==> config.mk <==
export PLATFORM = sky130hd
export DESIGN_NAME = reg_obs_scanner
export DESIGN_NICKNAME = d
export VERILOG_FILES = /design/src/rtl/reg_obs_scanner.sv
export SDC_FILE = /design/constraint.sdc
export NUM_CORES = 1
export LEC_CHECK = 0
export CAP_MARGIN = 20
export CORE_MARGIN = 3
export CORE_UTILIZATION = 55
export DETAILED_ROUTE_END_ITERATION = 16
export PLACE_DENSITY_LB_ADDON = 0.08
export REMOVE_ABC_BUFFERS = 1
export SYNTH_ARGS = -nofsm -noshare
export SYNTH_HDL_FRONTEND = slang
export SYNTH_SLANG_ARGS = --single-unit
==> constraint.sdc <==
create_clock -name clk -period 15.7 [get_ports clk]
set_input_delay 3.14 -clock clk [delete_from_list [all_inputs] [get_ports clk]]
set_output_delay 3.14 -clock clk [all_outputs]
set_load 0.05 [all_outputs]
==> src/rtl/reg_obs_scanner.sv <==
// Walks the CPU register observation port index by index and streams {index, data}
// into a small FIFO. Runs one pass or repeated passes, and stalls rather than dropping entries.
module reg_obs_scanner #(
  parameter int DATA_W = 32,
  parameter int NREG   = 32,
  parameter int SEL_W  = 5,
  parameter int DEPTH  = 8
) (
  input  logic              clk,
  input  logic              rst,
  input  logic              start,
  input  logic              mode,
  input  logic              stop,
  output logic [SEL_W-1:0]  reg_obs_sel,
  input  logic [DATA_W-1:0] reg_obs_data,
  output logic              out_valid,
  input  logic              out_ready,
  output logic [DATA_W-1:0] out_data,
  output logic [SEL_W-1:0]  out_idx,
  output logic              busy,
  output logic              done,
  output logic [15:0]       pass_cnt
);

  localparam int AW = (DEPTH > 1) ? $clog2(DEPTH) : 1;
  localparam int EW = SEL_W + DATA_W;
  localparam logic [SEL_W-1:0] LAST_SEL = SEL_W'(NREG - 1);
  localparam logic [AW:0]      FULL_CNT = (AW + 1)'(DEPTH);

  typedef enum logic {IDLE, SCAN} state_t;

  state_t            state_q, state_d;
  logic [SEL_W-1:0]  sel_q, sel_d;
  logic              mode_q, mode_d;
  logic              stop_pend_q, stop_pend_d;
  logic [15:0]       pass_q, pass_d;
  logic              done_q, done_d;

  logic [EW-1:0]     mem_q [DEPTH];
  logic [AW-1:0]     wr_ptr_q, rd_ptr_q;
  logic [AW:0]       count_q;
  logic              full, empty, push, pop;

  // Full is judged on the registered count, so a pop never frees a slot for the same cycle.
  assign full  = (count_q == FULL_CNT);
  assign empty = (count_q == '0);
  assign push  = (state_q == SCAN) && !full;
  assign pop   = !empty && out_ready;

  always_comb begin
    state_d     = state_q;
    sel_d       = sel_q;
    mode_d      = mode_q;
    stop_pend_d = stop_pend_q;
    pass_d      = pass_q;
    done_d      = 1'b0;
    case (state_q)
      IDLE: begin
        if (start) begin
          state_d     = SCAN;
          sel_d       = '0;
          pass_d      = '0;
          stop_pend_d = 1'b0;
          mode_d      = mode;
        end
      end
      SCAN: begin
        if (stop) stop_pend_d = 1'b1;
        if (push) begin
          if (sel_q == LAST_SEL) begin
            pass_d = pass_q + 16'd1;
            // A stop arriving on the final push still ends the scan at this pass.
            if (!mode_q || stop_pend_q || stop) begin
              state_d = IDLE;
              done_d  = 1'b1;
            end else begin
              sel_d = '0;
            end
          end else begin
            sel_d = sel_q + SEL_W'(1);
          end
        end
      end
      default: state_d = IDLE;
    endcase
  end

  always_ff @(posedge clk) begin
    if (rst) begin
      state_q     <= IDLE;
      sel_q       <= '0;
      mode_q      <= 1'b0;
      stop_pend_q <= 1'b0;
      pass_q      <= '0;
      done_q      <= 1'b0;
    end else begin
      state_q     <= state_d;
      sel_q       <= sel_d;
      mode_q      <= mode_d;
      stop_pend_q <= stop_pend_d;
      pass_q      <= pass_d;
      done_q      <= done_d;
    end
  end

  always_ff @(posedge clk) begin
    if (rst) begin
      wr_ptr_q <= '0;
      rd_ptr_q <= '0;
      count_q  <= '0;
    end else begin
      if (push) wr_ptr_q <= wr_ptr_q + AW'(1);
      if (pop)  rd_ptr_q <= rd_ptr_q + AW'(1);
      case ({push, pop})
        2'b10:   count_q <= count_q + (AW + 1)'(1);
        2'b01:   count_q <= count_q - (AW + 1)'(1);
        default: count_q <= count_q;
      endcase
    end
  end

  always_ff @(posedge clk) begin
    if (push) mem_q[wr_ptr_q] <= {sel_q, reg_obs_data};
  end

  assign {out_idx, out_data} = mem_q[rd_ptr_q];
  assign out_valid   = !empty;
  assign reg_obs_sel = sel_q;
  assign busy        = (state_q == SCAN);
  assign done        = done_q;
  assign pass_cnt    = pass_q;

endmodule
Yosys cells after proc, flatten, opt, wreduce, memory -nomap -nowiden

Memory sizes are Yosys's and may differ from the RTL's. A register that Yosys moved wholly into a read port is not among the register bits.
Cells that the tools add are included.

RAM bits: 296
Word-level logic and storage cells: 65
Flip-flop bits (word level): 35
Memories: 1
Output and inout bits: 61

Add/subtract/negate cells: 6
Eq/ne operators: 9
Muxes and demuxes: 23
Reduce and logical (&&, ||, !) cells: 14
Bitwise operators: 3

Memory list:

| name  | words | width | rd ports | clocked after memory_dff | write ports | line | source |
|---|---|---|---|---|---|---|---|
| mem_q | 8     | 37    | 1        | 1                        | 1           | 39   | `logic [EW-1:0] mem_q [DEPTH];` |

Operators by type and width:

| operator                                                                | count |
|---|---|
| 16-bit two-way mux                                                      | 3 |
| 16-bit one-hot mux with 2 select lines                                  | 1 |
| 5-bit two-way mux                                                       | 4 |
| 16-bit by 1-bit adder with 16-bit output, second input constant         | 1 |
| 5-bit one-hot mux with 2 select lines                                   | 1 |
| 1-bit two-way mux                                                       | 9 |
| 4-bit one-hot mux with 2 select lines                                   | 1 |
| 3-bit by 1-bit adder with 3-bit output, second input constant           | 2 |
| 3-bit two-way mux                                                       | 2 |
| 3-bit AND reduction                                                     | 2 |
| 5-bit by 1-bit adder with 5-bit output, second input constant           | 1 |
| 5-bit equality test, second input constant                              | 1 |
| 4-bit by 1-bit adder with 4-bit output, second input constant           | 1 |
| 4-bit equality test, second input constant                              | 1 |
| 4-bit logical NOT                                                       | 1 |
| 2-bit by 1-bit inequality test with 1-bit output, second input constant | 2 |
| 2-bit inequality test, second input constant                            | 2 |
| 1-bit one-hot mux with 2 select lines                                   | 2 |
| 2-bit AND reduction                                                     | 2 |
| 4-bit OR reduction                                                      | 1 |
| 4-bit by 1-bit subtractor with 4-bit output, second input constant      | 1 |
| 1-bit logical NOT                                                       | 3 |
| 3-bit inequality test, second input constant                            | 1 |
| 1-bit NOT                                                               | 3 |
| 5 further kinds                                                         | 7 |

Longest topological paths before layout

Depth after elaboration: 7
Mapped depth: 11

Least setup slack after synthesis

Ideal clock, no wire load.

Kind: register to register
Start point: register state_q (netlist: busy)
End point: memory mem_q[0][0] (netlist name) (enable)
Data required time: 15176 ps
Cell stages (with the launch flop): 4
Path slack: 10389 ps
Data arrival time: 4787 ps
Cell sequence: dfxtp_1 clkbuf_1 nand2_1 nor4_1

Cells in the longest elaborated chain, start to end: 3

RTL lines:

| element                                 | line | source |
|---|---|---|
| start, declared                         | 32   | `state_t state_q, state_d;` |
| start signal, assigned                  | 97   | `state_q <= state_d;` |
| 1-bit logical AND                       | 47   | `assign push = (state_q == SCAN) && !full;` |
| 1-bit two-way mux                       | 123  | `if (push) mem_q[wr_ptr_q] <= {sel_q, reg_obs_data};` |
| 1-bit two-way mux (not written as such) | 123  |  |
| end, declared                           | 39   |  |

Every way passes these cells.

==> summary.md <==
| Metric | Value |
|---|---|
| Status | `finished clean` |
| Port bufs | `98` |
| Syn Inst Count | `646` |
| Slack of the critical path | `9.04 ns` |
| Residual DRC | `0` |
| Setup_tns | `0 ns` |
| Async set-or-reset flop fraction in the synthesized netlist | `0%` |
| Final Power | `0.00236 W` |
| Worst VDD drop | `81.1 uV` |
| Crit path kind | `reg2out` |
| Post-route minimum period | `6.66 ns` |
| Max-cap viol count | `0` |
| Critical Path AT | `3.52 ns` |
| Pins Over Slew Limit | `0` |
| DP Cell Count | `1040` |
| Layout Skew | `0.00872 ns` |
| Crit Path Max Fanout | `34` |
| Layout cells sized above 1 | `25.9%` |
| LEAKAGE | `4.92 nW` |
| Chip height | `160 um` |
| Syn Area/Cell | `20.1 um^2` |
| Clock insertion delay at the later pin of the skew report | `0.50 ns` |
| Worst hold-check path type | `reg2reg` |
| Total CTS buffers | `35` |
| Core area | `22900 um^2` |
| Non-filler cells, final | `1103` |
| R2R cell count | `9` |
| Detail Placement HPWL | `13900 um` |
| Mean routed wirelength per cell | `22.6 um` |
| # clock sinks | `334` |
| Hold path start | `rd_ptr_q[1]` |
| Setup crit end kind | `primary output` |
| Post-DRT Antenna Nets | `0` |
| Final setup violation count | `0` |
| GPL Wtd Cong | `0.839` |
| Reg-to-reg startpoint | `count_q[1]` |
| DRT Pass-1 Iters | `5` |
| Layout Nets | `813` |
| Initial cell density of the core | `56.8%` |
| Post-Place Setup Slack | `9.25 ns` |
| Clock slew at reported path FFs | `0.06 ns` |
| Initial antenna violation count | `0` |
| First-pass GRT wire length | `40000 um` |
| Slew @ Worst Pin | `0.885 ns` |
| Yosys reg bits | `334` |
| Startpoint types | `flip-flop` |
| H-tree levels | `2` |
| Setup Buffers After CTS | `0` |
| Root buf cell | `clkbuf_16` |
| CTS tree | `built` |
| Die ar. | `25500 um^2` |
| # IOs | `99` |
| Post-synthesis sequential area ratio | `74.2%` |
| Vias per cell | `5.94` |
| Reg2reg setup slack | `12.73 ns` |
| Post-layout util | `67.9%` |
| Number of global-route vias before repair | `7006` |
| Final hold vios | `0` |
| Gr ovfl total | `0` |
| Final wirelength | `24900 um` |
| N_diodes | `0` |
| Maximum clock rate | `0.150 GHz` |
| RSZ-0062 raised after global routing | `no` |
| PwrDens | `152 nW/um^2` |
| Hold path cells | `2` |
| EDFF count, synth | `296` |
| Commonest non-fill, non-tap cells in the layout | `edfxtp_1 (296), clkdlybuf4s50_1 (98), mux4_2 (74)` |
| CP required | `12.56 ns` |
| Unique cell type count in the Yosys netlist | `49` |
| Synthesized area | `13000 um^2` |
| # hold bufs at CTS | `0` |
| Row count | `55` |
| Top_reg_cell synth | `edfxtp_1` |
| Via count | `6554` |
| Commonest non-fill, non-tap cell in the layout | `edfxtp_1` |
| Headroom to the max-slew limit | `40.7%` |
| Area growth syn-to-layout | `19.6%` |
| Gr usage total | `20.1%` |
| Largest buffer count on any clock path | `3` |
| Chip Width | `160 um` |
| Reg2reg end | `count_q[2]` |
| Initial DRC count | `404` |
| Yosys warning count | `0` |
| Final period util | `42.4%` |
| Post-cts resize count | `0` |
| Largest net degree at the start of global routing | `75` |
==> registers in the layout, indices dropped and copies added, names as in the netlist, named ones only <==
signal       cells
busy             1
count_q          4
done             1
mem_q          296
mode_q           1
pass_cnt        16
rd_ptr_q         3
reg_obs_sel      5
stop_pend_q      1
wr_ptr_q         3
==> cells in the mapped netlist (5+ instances only) <==
cell | n | area (um^2)
nand2_1 | 17 | 63.8
ha_1 | 8 | 100
or4_1 | 6 | 45.0
a21oi_2 | 7 | 61.3
or3_1 | 7 | 43.8
mux2_2 | 38 | 428
nor3_1 | 5 | 25.0
xor2_1 | 8 | 70.1
clkbuf_1 | 13 | 48.8
mux4_2 | 74 | 1670
dfxtp_1 | 38 | 761
nand4_1 | 6 | 37.5
nor2_1 | 23 | 86.3
o21ai_2 | 5 | 43.8
buf_2 | 9 | 45.0
a21oi_1 | 8 | 40.0
edfxtp_1 | 296 | 8890
nand3_1 | 18 | 90.1
==> final cells by class <==
cell class | instances | area, um^2
well taps | 313 | 392
flip-flops and latches | 334 | 9660
repair buffers | 114 | 1140
clock inverters | 17 | 180
multi-input cells | 278 | 3230
clock buffers | 43 | 948
fillers | 1473 | 7350
inverters | 4 | 15.0
==> worst max path at each step <==
stage / start / end / slack (ns) / cells after the start
after CTS: flip-flop / out_data[23] / 8.70 / 4
final: flip-flop / out_data[16] / 9.04 / 5
after detailed placement: flip-flop / out_idx[3] / 9.25 / 4
after floorplan: flip-flop / out_data[0] / 8.39 / 2
after global routing: flip-flop / out_data[6] / 8.80 / 5
after global placement: flip-flop / out_idx[3] / 9.25 / 4
==> per-stage QoR <==
stage / area, um^2 / hold slack (ns)
after floorplan: 12800 / 0.438
after CTS: 15500 / 0.482
final: 15600 / 0.479
after global placement: 14400 / 0.457
after global routing: 15600 / 0.519
after detailed placement: 14400 / 0.469
==> metal layers <==
layer  vias to the layer above  track usage [%]  part of all wire (%)  wire (um)
met5                         -                0                     0          0
met4                         0             4.97                   1.5        384
met3                        37             4.05                   5.2       1310
met2                       185             34.2                    51      12800
met1                      3430             27.2                    42      10500
li1                       2902                -                     -          -
==> critical path: stages, from the launching register on <==
cell and delay (ns):
dfxtp_4 0.64, buf_4 0.46, buf_16 0.31, mux4_2 0.53, mux2_2 0.31, clkdlybuf4s50_1 0.71
==> kinds of logic after synthesis <==
logic type | count (synthesis) | share of synthesized area (%)
muxes | 114 | 16.3
xor gates and xnor gates | 11 | 0.740
and+or+nand+nor | 105 | 4.32
buffers and inverters | 34 | 1.37
AOI/OAI and AO/OA | 40 | 2.40
DFF | 334 | 74.2
adders and majority gates | 8 | 0.769
==> power by group <==
group          internal [W]  total, W  switching [W]
logic              0.000234  0.000522       0.000288
registers           0.00100   0.00103      0.0000326
clock network      0.000493  0.000804       0.000312
total               0.00173   0.00236       0.000632
(Power assumes the default switching activity.)
==> patch 1, RTL diff (same flow settings) <==
Compare `count_q` against `FULL_CNT` with >= in place of ==.
--- a/src/rtl/reg_obs_scanner.sv
+++ b/src/rtl/reg_obs_scanner.sv
@@ -43,5 +43,5 @@
 
   // Full is judged on the registered count, so a pop never frees a slot for the same cycle.
-  assign full  = (count_q == FULL_CNT);
+  assign full  = (count_q >= FULL_CNT);
   assign empty = (count_q == '0);
   assign push  = (state_q == SCAN) && !full;
Function: same outputs for any inputs over 4 cycles, from zero or initial values and one cycle with rst high; that may be too few to reach the edited logic, so the function may still have changed.
==> patch 1 against the unedited design <==
Maximum frequency down 3.1%; global-route usage is 0.31 points higher; cell count shrank 0.82%; setup slack got worse by 0.21 ns; register-to-register slack improved by 0.19 ns; area after synthesis down 0.87%; wire length rose by 1.4%; non-clock buffer count is 2 lower; die area down 0.83%; worst hold slack got worse by 0.0023 ns; cell area fell by 0.62%; sequential cell count did not move; power up 2.7%; critical path type unchanged; highest routed layer unchanged.
==> patch 1: results (changes against the unedited design) <==
{
  "clk_latency": {"value": 0.50, "unit": "ns", "change": "about the same"},
  "dpl.cell_count": {"value": 1034, "change": "was 1,040"},
  "cts_htree_levels": {"value": 2, "change": "unchanged"},
  "regToRegSetupSlack": {"value": 12.92, "unit": "ns", "change": "was 12.73 ns"},
  "timing.fmax": {"value": 0.145, "unit": "GHz", "change": "was 0.150 GHz"},
  "number_of_antenna_violations_at_the_first_check_in_global_routing": {"value": 0, "change": "unchanged"},
  "rr_startpoint": {"value": "count_q[0]$_SDFFE_PP0P_", "change": "was count_q[1]$_SDFFE_PP0P_"},
  "wl": {"value": 25.3, "unit": "mm", "change": "was 24.9 mm"},
  "finalClockSkew": {"value": 0.00856, "unit": "ns", "change": "was 0.00872 ns"},
  "global_route_wire_length_before_repair": {"value": 40.1, "unit": "mm", "change": "was 40.0 mm"},
  "tritoncts_buffer_count": {"value": 34, "change": "was 35"},
  "replace_congestion": {"value": 0.796, "change": "was 0.839"},
  "p_leak": {"value": 4.90, "unit": "nW", "change": "was 4.92 nW"},
  "post_synth_inst_count": {"value": 637, "change": "was 646"},
  "post-dp-hpwl": {"value": 14.0, "unit": "mm", "change": "was 13.9 mm"},
  "dpl_cell_area": {"value": 14300, "unit": "um2", "change": "was 14,400 um2"},
  "synth.distinct_cells": {"value": 45, "change": "was 49"},
  "num_vias": {"value": 6390, "change": "was 6,554"},
  "run_status": {"value": "finished, final reports clean", "change": "unchanged"},
  "critical_path_peak_fanout": {"value": 43, "change": "was 34"},
  "placement.setup.worst_slack": {"value": 9.23, "unit": "ns", "change": "was 9.25 ns"},
  "drt_first_pass_iters": {"value": 4, "change": "was 5"},
  "synth.top_cells.by_area": {"value": "edfxtp_1, mux4_2, dfxtp_1", "change": "unchanged"},
  "finish.cell_count_without_fillers": {"value": 1094, "change": "was 1,103"},
  "slew_at_the_pin_closest_to_its_max_slew_limit": {"value": 0.887, "unit": "ns", "change": "was 0.885 ns"},
  "track_usage": {"value": 0.204, "change": "was 0.201"},
  "portion_of_the_post_synthesis_area_used_by_sequential_elements": {"value": 0.748, "change": "was 0.742"},
  "first_iter_violations": {"value": 529, "change": "was 404"},
  "vdd.ir_drop.worst": {"value": 129, "unit": "uV", "change": "was 81.1 uV"},
  "cts-resized-gates": {"value": 0, "change": "unchanged"},
  "r2r_worst_path_depth": {"value": 10, "change": "was 9"},
  "max_flop_register": {"value": "mem_q", "change": "unchanged"},
  "grt_max_degree": {"value": 75, "change": "unchanged"},
  "post-cts-setup-buffer-count": {"value": 0, "change": "unchanged"},
  "holdCritPathClass": {"value": "reg -> reg", "change": "unchanged"},
  "first_global_vias": {"value": 6886, "change": "was 7,006"},
  "synthTopCellsByCount": {"value": "edfxtp_1, mux4_2, dfxtp_1, mux2_2, nor2_1", "change": "unchanged"}
}
-- patch 1: area by class of cell --
class / count / area, um2
fillers: 1517 / 7380
well taps: 313 / 392
multi-input cells: 273 / 3150
flip-flops and latches: 334 / 9660
inverters: 3 / 11.3
clock inverters: 17 / 206
clock buffers: 42 / 945
repair buffers: 112 / 1110
-- patch 1: kinds of logic after synthesis --
family,synth area share
simple gates,0.0382
flops,0.748
compound gates,0.0230
mux,0.163
buf+inv,0.0117
xor+xnor,0.00815
fa+ha+maj,0.00776
-- patch 1: worst max-delay path by stage --
stage,startpoint,to
after floorplan,flip-flop,out_data[0]
after global placement,flip-flop,out_idx[0]
after detailed placement,flip-flop,out_idx[0]
after CTS,flip-flop,out_idx[0]
after global routing,flip-flop,out_idx[0]
final,flip-flop,out_idx[2]
-- patch 1: stage by stage --
step                      power [W]  hold slack (ns)
after global routing        0.00252            0.507
after detailed placement    0.00162            0.469
after floorplan             0.00147            0.426
final                       0.00242            0.476
after global placement      0.00161            0.444
after CTS                   0.00244            0.481
-- patch 1: layer usage --
metal / track usage / vias to the layer above / share of wire
li1: - / 2855 / -
met1: 0.282 / 3325 / 0.43
met5: 0 / - / 0
met4: 0.0505 / 0 / 0.016
met3: 0.0416 / 30 / 0.056
met2: 0.341 / 180 / 0.50
-- patch 1: power breakdown --
group / switching (W) / internal, W
combinational: 0.000295 / 0.000247
sequential: 0.0000491 / 0.00100
clock: 0.000317 / 0.000508
-- patch 1: critical path, stage by stage, from the launching register on --
cell             delay (ns)
dfxtp_4                0.92
buf_4                  0.67
mux4_2                 0.59
mux2_2                 0.29
clkdlybuf4s50_1        0.71
==> patch 2, RTL diff (same flow settings) <==
Without the edit above. Change the parameter `NREG` from 32 to 24.
--- a/src/rtl/reg_obs_scanner.sv
+++ b/src/rtl/reg_obs_scanner.sv
@@ -3,5 +3,5 @@
 module reg_obs_scanner #(
   parameter int DATA_W = 32,
-  parameter int NREG   = 32,
+  parameter int NREG   = 24,
   parameter int SEL_W  = 5,
   parameter int DEPTH  = 8
Function: same outputs for any inputs over 4 cycles, from zero or initial values and one cycle with rst high; that may be too few to reach the edited logic, so the function may still have changed.
==> patch 2 against the unedited design <==
Sequential cell count unchanged; cell count rose by 0.63%; area after synthesis up 0.24%; cell area grew 0.18%; critical path type unchanged; setup slack better by 0.0058 ns; global-route usage up 0.14 points; non-clock buffer count is 3 lower; wire length grew 1.3%; largest cell class unchanged; critical endpoint is now out_idx[2]; power increased by 4.2%.
==> patch 2: results (changes against the unedited design) <==
{
  "portion_of_the_post_synthesis_area_used_by_sequential_elements": {"value": 0.740, "change": "was 0.742"},
  "relSlewSlack": {"value": 0.270, "change": "was 0.407"},
  "regToRegSetupSlack": {"value": 12.21, "unit": "ns", "change": "was 12.73 ns"},
  "finalClockSkew": {"value": 0.0130, "unit": "ns", "change": "was 0.00872 ns"},
  "first_iter_violations": {"value": 490, "change": "was 404"},
  "rr_startpoint": {"value": "busy$_SDFF_PP0_", "change": "was count_q[1]$_SDFFE_PP0P_"},
  "track_usage": {"value": 0.203, "change": "was 0.201"},
  "synth.top_cells.by_area": {"value": "edfxtp_1, mux4_2, dfxtp_1", "change": "unchanged"},
  "final.hold.worst_slack": {"value": 0.467, "unit": "ns", "change": "was 0.479 ns"},
  "synthTopCellsByCount": {"value": "edfxtp_1, mux4_2, dfxtp_1, mux2_2, nor2_1", "change": "unchanged"},
  "dpl.cell_count": {"value": 1047, "change": "was 1,040"},
  "dpl_cell_area": {"value": 14400, "unit": "um2", "change": "about the same"},
  "num-fill-cells": {"value": 1529, "change": "was 1,473"},
  "wl": {"value": 25.2, "unit": "mm", "change": "was 24.9 mm"},
  "replace_congestion": {"value": 0.814, "change": "was 0.839"},
  "post_synth_inst_count": {"value": 655, "change": "was 646"},
  "final.period_utilization": {"value": 0.424, "change": "about the same"},
  "routed_via_density": {"value": 5.91, "change": "was 5.94"},
  "synth.distinct_cells": {"value": 52, "change": "was 49"},
  "crit_path_max_incr_delay": {"value": 0.75, "unit": "ns", "change": "was 0.71 ns"},
  "placement.setup.worst_slack": {"value": 9.48, "unit": "ns", "change": "was 9.25 ns"},
  "final_nets": {"value": 816, "change": "was 813"},
  "run_status": {"value": "finished, final reports clean", "change": "unchanged"},
  "layout-drive-gt1-share": {"value": 0.255, "change": "was 0.259"},
  "routed_wire_length_per_instance": {"value": 22.7, "unit": "um", "change": "was 22.6 um"}
}
## patch 2: cell count changes after synthesis, moves of 3 or more
cell / unedited run / this run
nand3_1: 18 / 12
clkbuf_1: 13 / 18
and3_1: 1 / 4
a21oi_1: 8 / 13
nor2_1: 23 / 19
nor4_1: 3 / 6
o21ai_1: 0 / 4
and4_1: 4 / 1
o21ai_2: 5 / 2
o21ai_0: 2 / 5
## patch 2: power by group
| group | switching, W | internal, W | total (W) |
|---|---|---|---|
| logic | 0.000321 | 0.000272 | 0.000593 |
| registers | 0.0000446 | 0.00100 | 0.00105 |
| clock network | 0.000317 | 0.000501 | 0.000818 |
## patch 2: logic make-up (layout without fill, tap and decap cells)
| family | after synthesis | after routing | share of synthesized area |
|---|---|---|---|
| DFF | 334 | 334 | 0.740 |
| buffers and inverters | 37 | 179 | 0.0138 |
| adders and majority gates | 7 | 7 | 0.00671 |
| and+or+nand+nor | 108 | 108 | 0.0461 |
| xor gates and xnor gates | 8 | 8 | 0.00537 |
| AOI/OAI and AO/OA | 46 | 46 | 0.0253 |
| muxes | 115 | 115 | 0.163 |
## patch 2: per-layer routing
| layer | wire length, um | part of all wire | vias to the layer above | global-route usage |
|---|---|---|---|---|
| met4 | 384 | 0.015 | 0 | 0.0493 |
| met3 | 1500 | 0.059 | 29 | 0.0402 |
| met5 | 0 | 0 | - | 0 |
| met2 | 13100 | 0.52 | 210 | 0.347 |
| met1 | 10200 | 0.41 | 3382 | 0.271 |
| li1 | - | - | 2943 | - |
## patch 2: final cells by class
type | count | area (um2) | area share
clock inverters | 12 | 145 | 0.00931
repair buffers | 111 | 1100 | 0.0704
flip-flops and latches | 334 | 9660 | 0.619
clock buffers | 51 | 1020 | 0.0653
well taps | 313 | 392 | 0.0251
inverters | 5 | 18.8 | 0.00120
multi-input cells | 284 | 3260 | 0.209
